## src/rtl/cache_refill_arbiter_pkg.sv

```systemverilog
// Shared cache refill definitions: line geometry, refill FSM states, requester IDs
// and the small helpers used by the refill arbiter.
package cache_refill_arbiter_pkg;

    localparam int WORD_W     = 32;
    localparam int LINE_WORDS = 8;
    localparam int OFFSET_W   = 5;
    localparam int LINE_W     = WORD_W * LINE_WORDS;  // also the ICache WayBus width

    typedef enum logic [1:0] {
        ST_IDLE = 2'd0,
        ST_ADDR = 2'd1,
        ST_DATA = 2'd2,
        ST_RESP = 2'd3
    } refill_state_e;

    typedef enum logic {
        REQ_ICACHE = 1'b0,
        REQ_DCACHE = 1'b1
    } req_id_e;

    // Round-robin pick; only meaningful when at least one request is present.
    function automatic req_id_e rr_pick(input logic ic_req, input logic dc_req,
                                        input req_id_e last_grant);
        req_id_e pick;
        if (ic_req && dc_req) begin
            pick = (last_grant == REQ_ICACHE) ? REQ_DCACHE : REQ_ICACHE;
        end else if (ic_req) begin
            pick = REQ_ICACHE;
        end else begin
            pick = REQ_DCACHE;
        end
        return pick;
    endfunction

endpackage

```

## src/rtl/cache_refill_arbiter_assembler.sv

```systemverilog
// Refill line assembler: counts read beats, inserts each 32-bit beat into the
// line register and checks the bus rlast marker against the local beat count.
module refill_line_assembler #(
    parameter int LINE_WORDS = cache_refill_arbiter_pkg::LINE_WORDS
) (
    input  logic                      clk,
    input  logic                      rst,
    input  logic                      start,
    input  logic                      beat_en,
    input  logic [31:0]               beat_data,
    input  logic                      beat_last,
    output logic [32*LINE_WORDS-1:0]  line,
    output logic                      done,
    output logic                      err
);
    import cache_refill_arbiter_pkg::*;

    localparam int CNT_W = (LINE_WORDS > 1) ? $clog2(LINE_WORDS) : 1;
    localparam logic [CNT_W-1:0] LAST_BEAT = CNT_W'(LINE_WORDS - 1);

    logic [CNT_W-1:0]                  beat_cnt;
    logic [LINE_WORDS-1:0][WORD_W-1:0] line_q;
    logic                              is_last;

    assign is_last = (beat_cnt == LAST_BEAT);
    // Completion follows the local count only; rlast is merely cross-checked.
    assign done    = beat_en && is_last;
    assign line    = line_q;

    // NOTE: sequential state uses non-blocking assignments so every register
    // samples pre-edge values regardless of statement order.
    always_ff @(posedge clk) begin
        if (rst) begin
            beat_cnt <= '0;
            // NOTE: the line register is reset despite being storage because it
            // drives the rdata outputs directly, which must read zero after reset.
            line_q   <= '0;
            err      <= 1'b0;
        end else begin
            if (start) begin
                beat_cnt <= '0;
            end else if (beat_en) begin
                beat_cnt <= beat_cnt + CNT_W'(1);
            end
            if (beat_en) begin
                line_q[beat_cnt] <= beat_data;
                if (beat_last != is_last) begin
                    err <= 1'b1;
                end
            end
        end
    end

endmodule

```

## src/rtl/cache_refill_arbiter.sv

```systemverilog
// Refill arbiter: shares one burst-read port between ICache and DCache misses,
// issues an aligned line burst and returns the assembled line to the winner.
module cache_refill_arbiter #(
    parameter int LINE_WORDS = cache_refill_arbiter_pkg::LINE_WORDS,
    parameter int ADDR_W     = 32,
    parameter int OFFSET_W   = cache_refill_arbiter_pkg::OFFSET_W
) (
    input  logic                      clk,
    input  logic                      rst,

    input  logic                      ic_ren_i,
    input  logic [ADDR_W-1:0]         ic_araddr_i,
    output logic                      ic_rvalid_o,
    output logic [32*LINE_WORDS-1:0]  ic_rdata_o,

    input  logic                      dc_ren_i,
    input  logic [ADDR_W-1:0]         dc_araddr_i,
    output logic                      dc_rvalid_o,
    output logic [32*LINE_WORDS-1:0]  dc_rdata_o,

    output logic                      arvalid_o,
    output logic [ADDR_W-1:0]         araddr_o,
    output logic [7:0]                arlen_o,
    input  logic                      arready_i,
    input  logic                      rvalid_i,
    input  logic [31:0]               rdata_i,
    input  logic                      rlast_i,
    output logic                      rready_o,
    output logic                      err_o
);
    import cache_refill_arbiter_pkg::*;

    refill_state_e            state_q, state_d;
    req_id_e                  last_grant_q, pick;
    logic [ADDR_W-1:0]        araddr_q, sel_addr;
    logic [32*LINE_WORDS-1:0] line;
    logic                     grant_now, ar_fire, beat_en, line_done;

    assign grant_now = (state_q == ST_IDLE) && (ic_ren_i || dc_ren_i);
    assign pick      = rr_pick(ic_ren_i, dc_ren_i, last_grant_q);
    assign sel_addr  = (pick == REQ_ICACHE) ? ic_araddr_i : dc_araddr_i;
    assign ar_fire   = (state_q == ST_ADDR) && arready_i;
    assign beat_en   = (state_q == ST_DATA) && rvalid_i;

    // last_grant_q doubles as the owner of the burst in flight.
    always_ff @(posedge clk) begin
        if (rst) begin
            state_q      <= ST_IDLE;
            last_grant_q <= REQ_DCACHE;
            araddr_q     <= '0;
        end else begin
            state_q <= state_d;
            if (grant_now) begin
                last_grant_q <= pick;
                araddr_q     <= {sel_addr[ADDR_W-1:OFFSET_W], {OFFSET_W{1'b0}}};
            end
        end
    end

    // NOTE: every signal driven here gets a default first, so no path leaves a
    // value unassigned and no latch is inferred.
    always_comb begin
        state_d     = state_q;
        arvalid_o   = 1'b0;
        rready_o    = 1'b0;
        ic_rvalid_o = 1'b0;
        dc_rvalid_o = 1'b0;
        case (state_q)
            ST_IDLE: begin
                if (grant_now) state_d = ST_ADDR;
            end
            ST_ADDR: begin
                arvalid_o = 1'b1;
                if (arready_i) state_d = ST_DATA;
            end
            ST_DATA: begin
                rready_o = 1'b1;
                if (line_done) state_d = ST_RESP;
            end
            ST_RESP: begin
                ic_rvalid_o = (last_grant_q == REQ_ICACHE);
                dc_rvalid_o = (last_grant_q == REQ_DCACHE);
                state_d     = ST_IDLE;
            end
            default: state_d = ST_IDLE;
        endcase
    end

    refill_line_assembler #(
        .LINE_WORDS (LINE_WORDS)
    ) u_assembler (
        .clk        (clk),
        .rst        (rst),
        .start      (ar_fire),
        .beat_en    (beat_en),
        .beat_data  (rdata_i),
        .beat_last  (rlast_i),
        .line       (line),
        .done       (line_done),
        .err        (err_o)
    );

    assign araddr_o   = araddr_q;
    assign arlen_o    = 8'(LINE_WORDS - 1);
    assign ic_rdata_o = line;
    assign dc_rdata_o = line;

endmodule

```

## config.mk

```make
export PLATFORM = sky130hd
export DESIGN_NAME = cache_refill_arbiter
export DESIGN_NICKNAME = d
export VERILOG_FILES = /design/src/rtl/cache_refill_arbiter_pkg.sv /design/src/rtl/cache_refill_arbiter_assembler.sv /design/src/rtl/cache_refill_arbiter.sv
export SDC_FILE = /design/constraint.sdc
export NUM_CORES = 1
export LEC_CHECK = 0
export ABC_AREA = 1
export BUFFER_PORTS_ARGS = -buffer_cell sky130_fd_sc_hd__buf_2
export CAP_MARGIN = 10
export CORE_AREA = 2 2 254 256
export CTS_CLUSTER_DIAMETER = 60
export DETAILED_ROUTE_END_ITERATION = 8
export DIE_AREA = 0 0 256 258
export SLEW_MARGIN = 10
export SYNTH_ARGS = -nofsm -noshare
export SYNTH_HDL_FRONTEND = slang
export SYNTH_HIERARCHICAL = 1
export SYNTH_SLANG_ARGS = --single-unit
export TNS_END_PERCENT = 50
```

## constraint.sdc

```tcl
create_clock -name clk -period 2.15 [get_ports clk]
set_input_delay 0.215 -clock clk [delete_from_list [all_inputs] [get_ports clk]]
set_output_delay 0.215 -clock clk [all_outputs]
set_load 0.1 [all_outputs]
```

### Yosys cells after proc, flatten, opt, wreduce, memory -nomap -nowiden

Cells that the tools add are included.

| storage, ports and cells | value |
|---|---|
| bits of input ports | 103 |
| output and inout bits | 557 |
| register bits | 290 |
| word-level logic and storage cells | 51 |

| cells by class | value |
|---|---|
| magnitude comparators | 2 |
| bitwise operators | 1 |
| mux-type cells | 15 |
| reduce and logical (&&, ||, !) cells | 11 |
| $add $sub $neg | 1 |
| equal/unequal tests | 8 |

Operator list:

| kind | count |
|---|---|
| bitwise mux 256 bit | 1 |
| demux 32 bit (select 3 bit) | 1 |
| two-way mux 32 bit | 2 |
| case mux 2 bit (4 select lines) | 1 |
| two-way mux 1 bit | 7 |
| logical AND 1 bit | 6 |
| two-way mux 2 bit | 3 |
| != test 2 bit (second input constant) | 3 |
| equality test 2 bit (second input constant) | 2 |
| less-than comparator 3 x 4 -> 1 bit (second input constant) | 1 |
| adder 3 x 1 -> 3 bit (second input constant) | 1 |
| equality test 3 bit (second input constant) | 1 |
| greater-or-equal comparator 3 x 1 -> 1 bit (second input constant) | 1 |
| AND reduction 3 bit | 1 |
| equality test 2 x 1 -> 1 bit (second input constant) | 1 |
| logical NOT 2 bit | 1 |
| AND reduction 2 bit | 1 |
| OR reduction 2 bit | 1 |
| logical OR 1 bit | 1 |
| != test 1 bit | 1 |
| NOT 1 bit | 1 |

### Logic depth before layout (Yosys ltp)

| logic depth | value |
|---|---|
| depth in word-level cells | 5 |
| mapped depth | 12 |
| depth with buffers taken out | 12 |

### Modules after synthesis

Netlist, hierarchy kept.

By module, submodules not included:

| module | times used | seq. area each (µm²) | cells each | area each (µm²) |
|---|---|---|---|---|
| refill_line_assembler | 1 | 5205.0 | 1463 | 10108.4 |
| cache_refill_arbiter | 1 | 600.6 | 548 | 3733.6 |

### Worst setup path before layout

No wires, ideal clock.

| timing path | value |
|---|---|
| path type | reg-to-reg |
| start | register state_q[0] |
| end | register u_assembler.line_q, in the netlist u_assembler/line[63] |
| slack | -0.269 ns |
| data arrival time | 2.302 ns |
| path buffers | 2 |
| stages on the path, launching flop included | 12 |
| cell sequence | dfxtp_1 -> inv_1 -> ha_1 -> nand2_1 -> inv_1 -> nand2_1 -> inv_2 -> buf_2 -> buf_2 -> nand3_1 -> nand2_1 -> nor2_1 |

| on the way | value |
|---|---|
| longest elaborated chain between the ends | 2 |

RTL lines:

| what | RTL line | RTL |
|---|---|---|
| start, declared | cache_refill_arbiter.sv:33 | `refill_state_e state_q, state_d;` |
| start signal, assigned | cache_refill_arbiter.sv:52 | `state_q <= state_d;` |
| equality test 2 bit | cache_refill_arbiter.sv:43 | `assign beat_en = (state_q == ST_DATA) && rvalid_i;` |
| logical AND 1 bit | cache_refill_arbiter.sv:43 |  |
| net beat_en | cache_refill_arbiter.sv:37 | `logic grant_now, ar_fire, beat_en, line_done;` |
| end signal, assigned by index | cache_refill_arbiter_assembler.sv:46 | `line_q[beat_cnt] <= beat_data;` |
| end, declared | cache_refill_arbiter_assembler.sv:22 | `logic [LINE_WORDS-1:0][WORD_W-1:0] line_q;` |

The timed path passes the listed nets, and every way through them passes these cells.
A chain may end at the register's enable or synchronous reset.

### Final worst setup path

| timing path | value |
|---|---|
| start | register state_q[0] |
| end | register u_assembler.line_q, in the netlist u_assembler/line[46] |

Same word-level chain as after synthesis.

==> reports/metrics.cfg <==
[global_routing]
grt_usage_pct=15.5
grt_pass1_wl_um=77300
grt_max_degree=65
grt-ovfl-total=0
grt_pass1_vias=11995
grt_antenna_before_repair=1

[timing]
fmax_mhz=506
tns_ps=0
slew_headroom_pct=52.1
post-route-min-period_ps=1980
rsz0062_at_grt=yes
fin_crit_sh_pct=91.9
finClkSkew_ps=20.2
finalWorstSetupSlack_ps=173
hold_violations=0
max_slew.worst_pin.slew_ps=718
finalSetupViolations=0
finalHoldWorstSlack_ps=32.4
maxSlewViolCount=0

[run]
drv_cap=0

[floorplan]
rows=93
fp.dieH_um=258
dieArea_um2=66000
ioPinCount=660
core_um2=63600
die_w_um=256
start_util_pct=21.7

[routing]
drc=0
drtPass1Iterations=5
routed_wl_um=54600
viasPerCell=4.12
wl_per_cell_um=16.6
ant_nets=0
drt_iter0_markers=815
vias=13559

[layout]
multi_input_area_um2=5270
fin_area_um2=18100
fin_util_pct=28.5
final_cells=3291
final_cell_mix=636 x buf_2, 574 x nor2_1, 365 x nand2_1
final_common_cell=buf_2
nNetsFinal=2518
n_antenna_cell=0
drive_above_1_share_pct=32.3
syn2layout_area_growth_pct=31.1
fillers=6935
seq_area_um2=5810

[clock_tree]
insertion_delay_ps=550
cts_root_buffer=clkbuf_16
cts_max_level=2
clockBufferDepth=3
cts.sinks=290
cts_made_buffers=37
cts_tree=done
cts.reportedPaths.clkPinSlew_ps=60

[yosys]
seq_area_frac_synth_pct=41.9
yosysUniqueCellTypes=21
syn_inst=2011
ys_ff_latch=290
syn_area_per_cell_um2=6.88
yosysWarnings=6
syn-cell-area_um2=13800

[place]
io_buffers=636
place_inst=3181
place.gp.congestion=0.809
dp_slack_ps=93.6
placed_cell_area_um2=16400
hpwl_um=38900

[pwr]
p_leak_nw=9.56
p_per_area_nw_per_um2=1060
vdd_ir_drop_max_uv=828
finalPower_mw=19.2

[worst_hold_path]
min_to=araddr_o[10]
min_path_cells=5
hold_class=primary input to flop
min-delay-start=ic_araddr_i[10]

[worst_setup_path]
r2r-start=state_q[0]
crit_family=buffers and inverters
worst-path-max-fanout=22
cp_num_buf_inv=4
critPathKind=flop to flop
critPathLaunchType=flop
cp-end-kind=flop
rr_endpoint=u_assembler/line[46]
r2r_cells=10
required_ps=2620
slowest_stage=dfxtp_2
critPathMaxStageDelay_ps=330
crit_arrival_ps=2450
crit_chain=inv_1 -> ha_2 -> nand2_1 -> inv_1 -> nand2_1 -> buf_4 -> nor2_4 -> buf_12 -> nor2_1 -> nor2_1
reg2reg_slack_ps=170

[status]
status=completed

[Yosys cell counts (all sizes together)]
cell	number	area (um^2)
ha	7	87.6
nand3	279	1400
buf	342	2410
inv	83	312
clkbuf	45	170
a21oi	5	25.0
conb	2	7.51
dfxtp	290	5810
o21ai	1	5.00
or2	1	6.26
nand2	367	1390
nand4	2	12.5
nor2	587	2210
[cell families after synthesis]
| group | after synthesis | synth area share (%) |
|---|---|---|
| AOI/OAI and AO/OA | 6 | 0.217 |
| adders and majority gates | 7 | 0.633 |
| buffers and inverters | 470 | 20.9 |
| DFF | 290 | 41.9 |
| other | 2 | 0.0543 |
| and+or+nand+nor | 1236 | 36.2 |
[area by class of cell]
cell class	instances	share of cell area, %
Timing Repair Buffer	734	24.0
Tap cell	855	5.90
Clock inverter	15	1.06
Sequential cell	290	32.0
Multi-Input combinational cell	1262	29.1
Inverter	83	1.77
Clock buffer	52	6.19
[report_power, final]
part	switching (mW)	internal, mW
Combinational	5.35	1.25
Clock	2.56	4.04
Sequential	0.272	5.75
[per-layer routing]
metal  up-vias  GRT usage [%]  wire length [um]
met2       635           26.8             26400
met3        78           2.88              3670
li1       6712              -                 -
met5         -              0                13
met4         2           6.03              1870
met1      6132           19.0             22600
[registers in the layout, summed over array words and instances (netlist names)]
name                  count
araddr_o                 27
u_assembler/err           1
u_assembler/line        256
u_assembler/beat_cnt      3
last_grant_q              1
state_q                   2
[worst reg2reg max path, cell delays in order, from the launching register on]
cell     delay, ps
dfxtp_2        330
inv_1          100
ha_2           210
nand2_1         60
inv_1          190
nand2_1        240
buf_4          240
nor2_4         160
buf_12         190
nor2_1          90
nor2_1         100
[worst max path at each step]
stage                          start                     to  depth (start not counted)
final                     state_q[0]   u_assembler/line[46]                         10
after global routing      state_q[0]  u_assembler/line[105]                         10
after CTS                 state_q[0]           araddr_o[24]                          9
after detailed placement  state_q[0]   u_assembler/line[46]                         10
after global placement    state_q[0]   u_assembler/line[59]                         10
after floorplan           state_q[0]   u_assembler/line[63]                         11
[timing repair]
| action | CTS | global route |
|---|---|---|
| hold buffers | 38 | 0 |
| resized for setup | 0 | 2 |
| buffers inserted | 0 | 4 |
| setup endpoints to repair | 0 | 116 |
| endpoints found under the hold margin | 26 | 0 |
No activity file was read; power rests on OpenSTA's default activity.
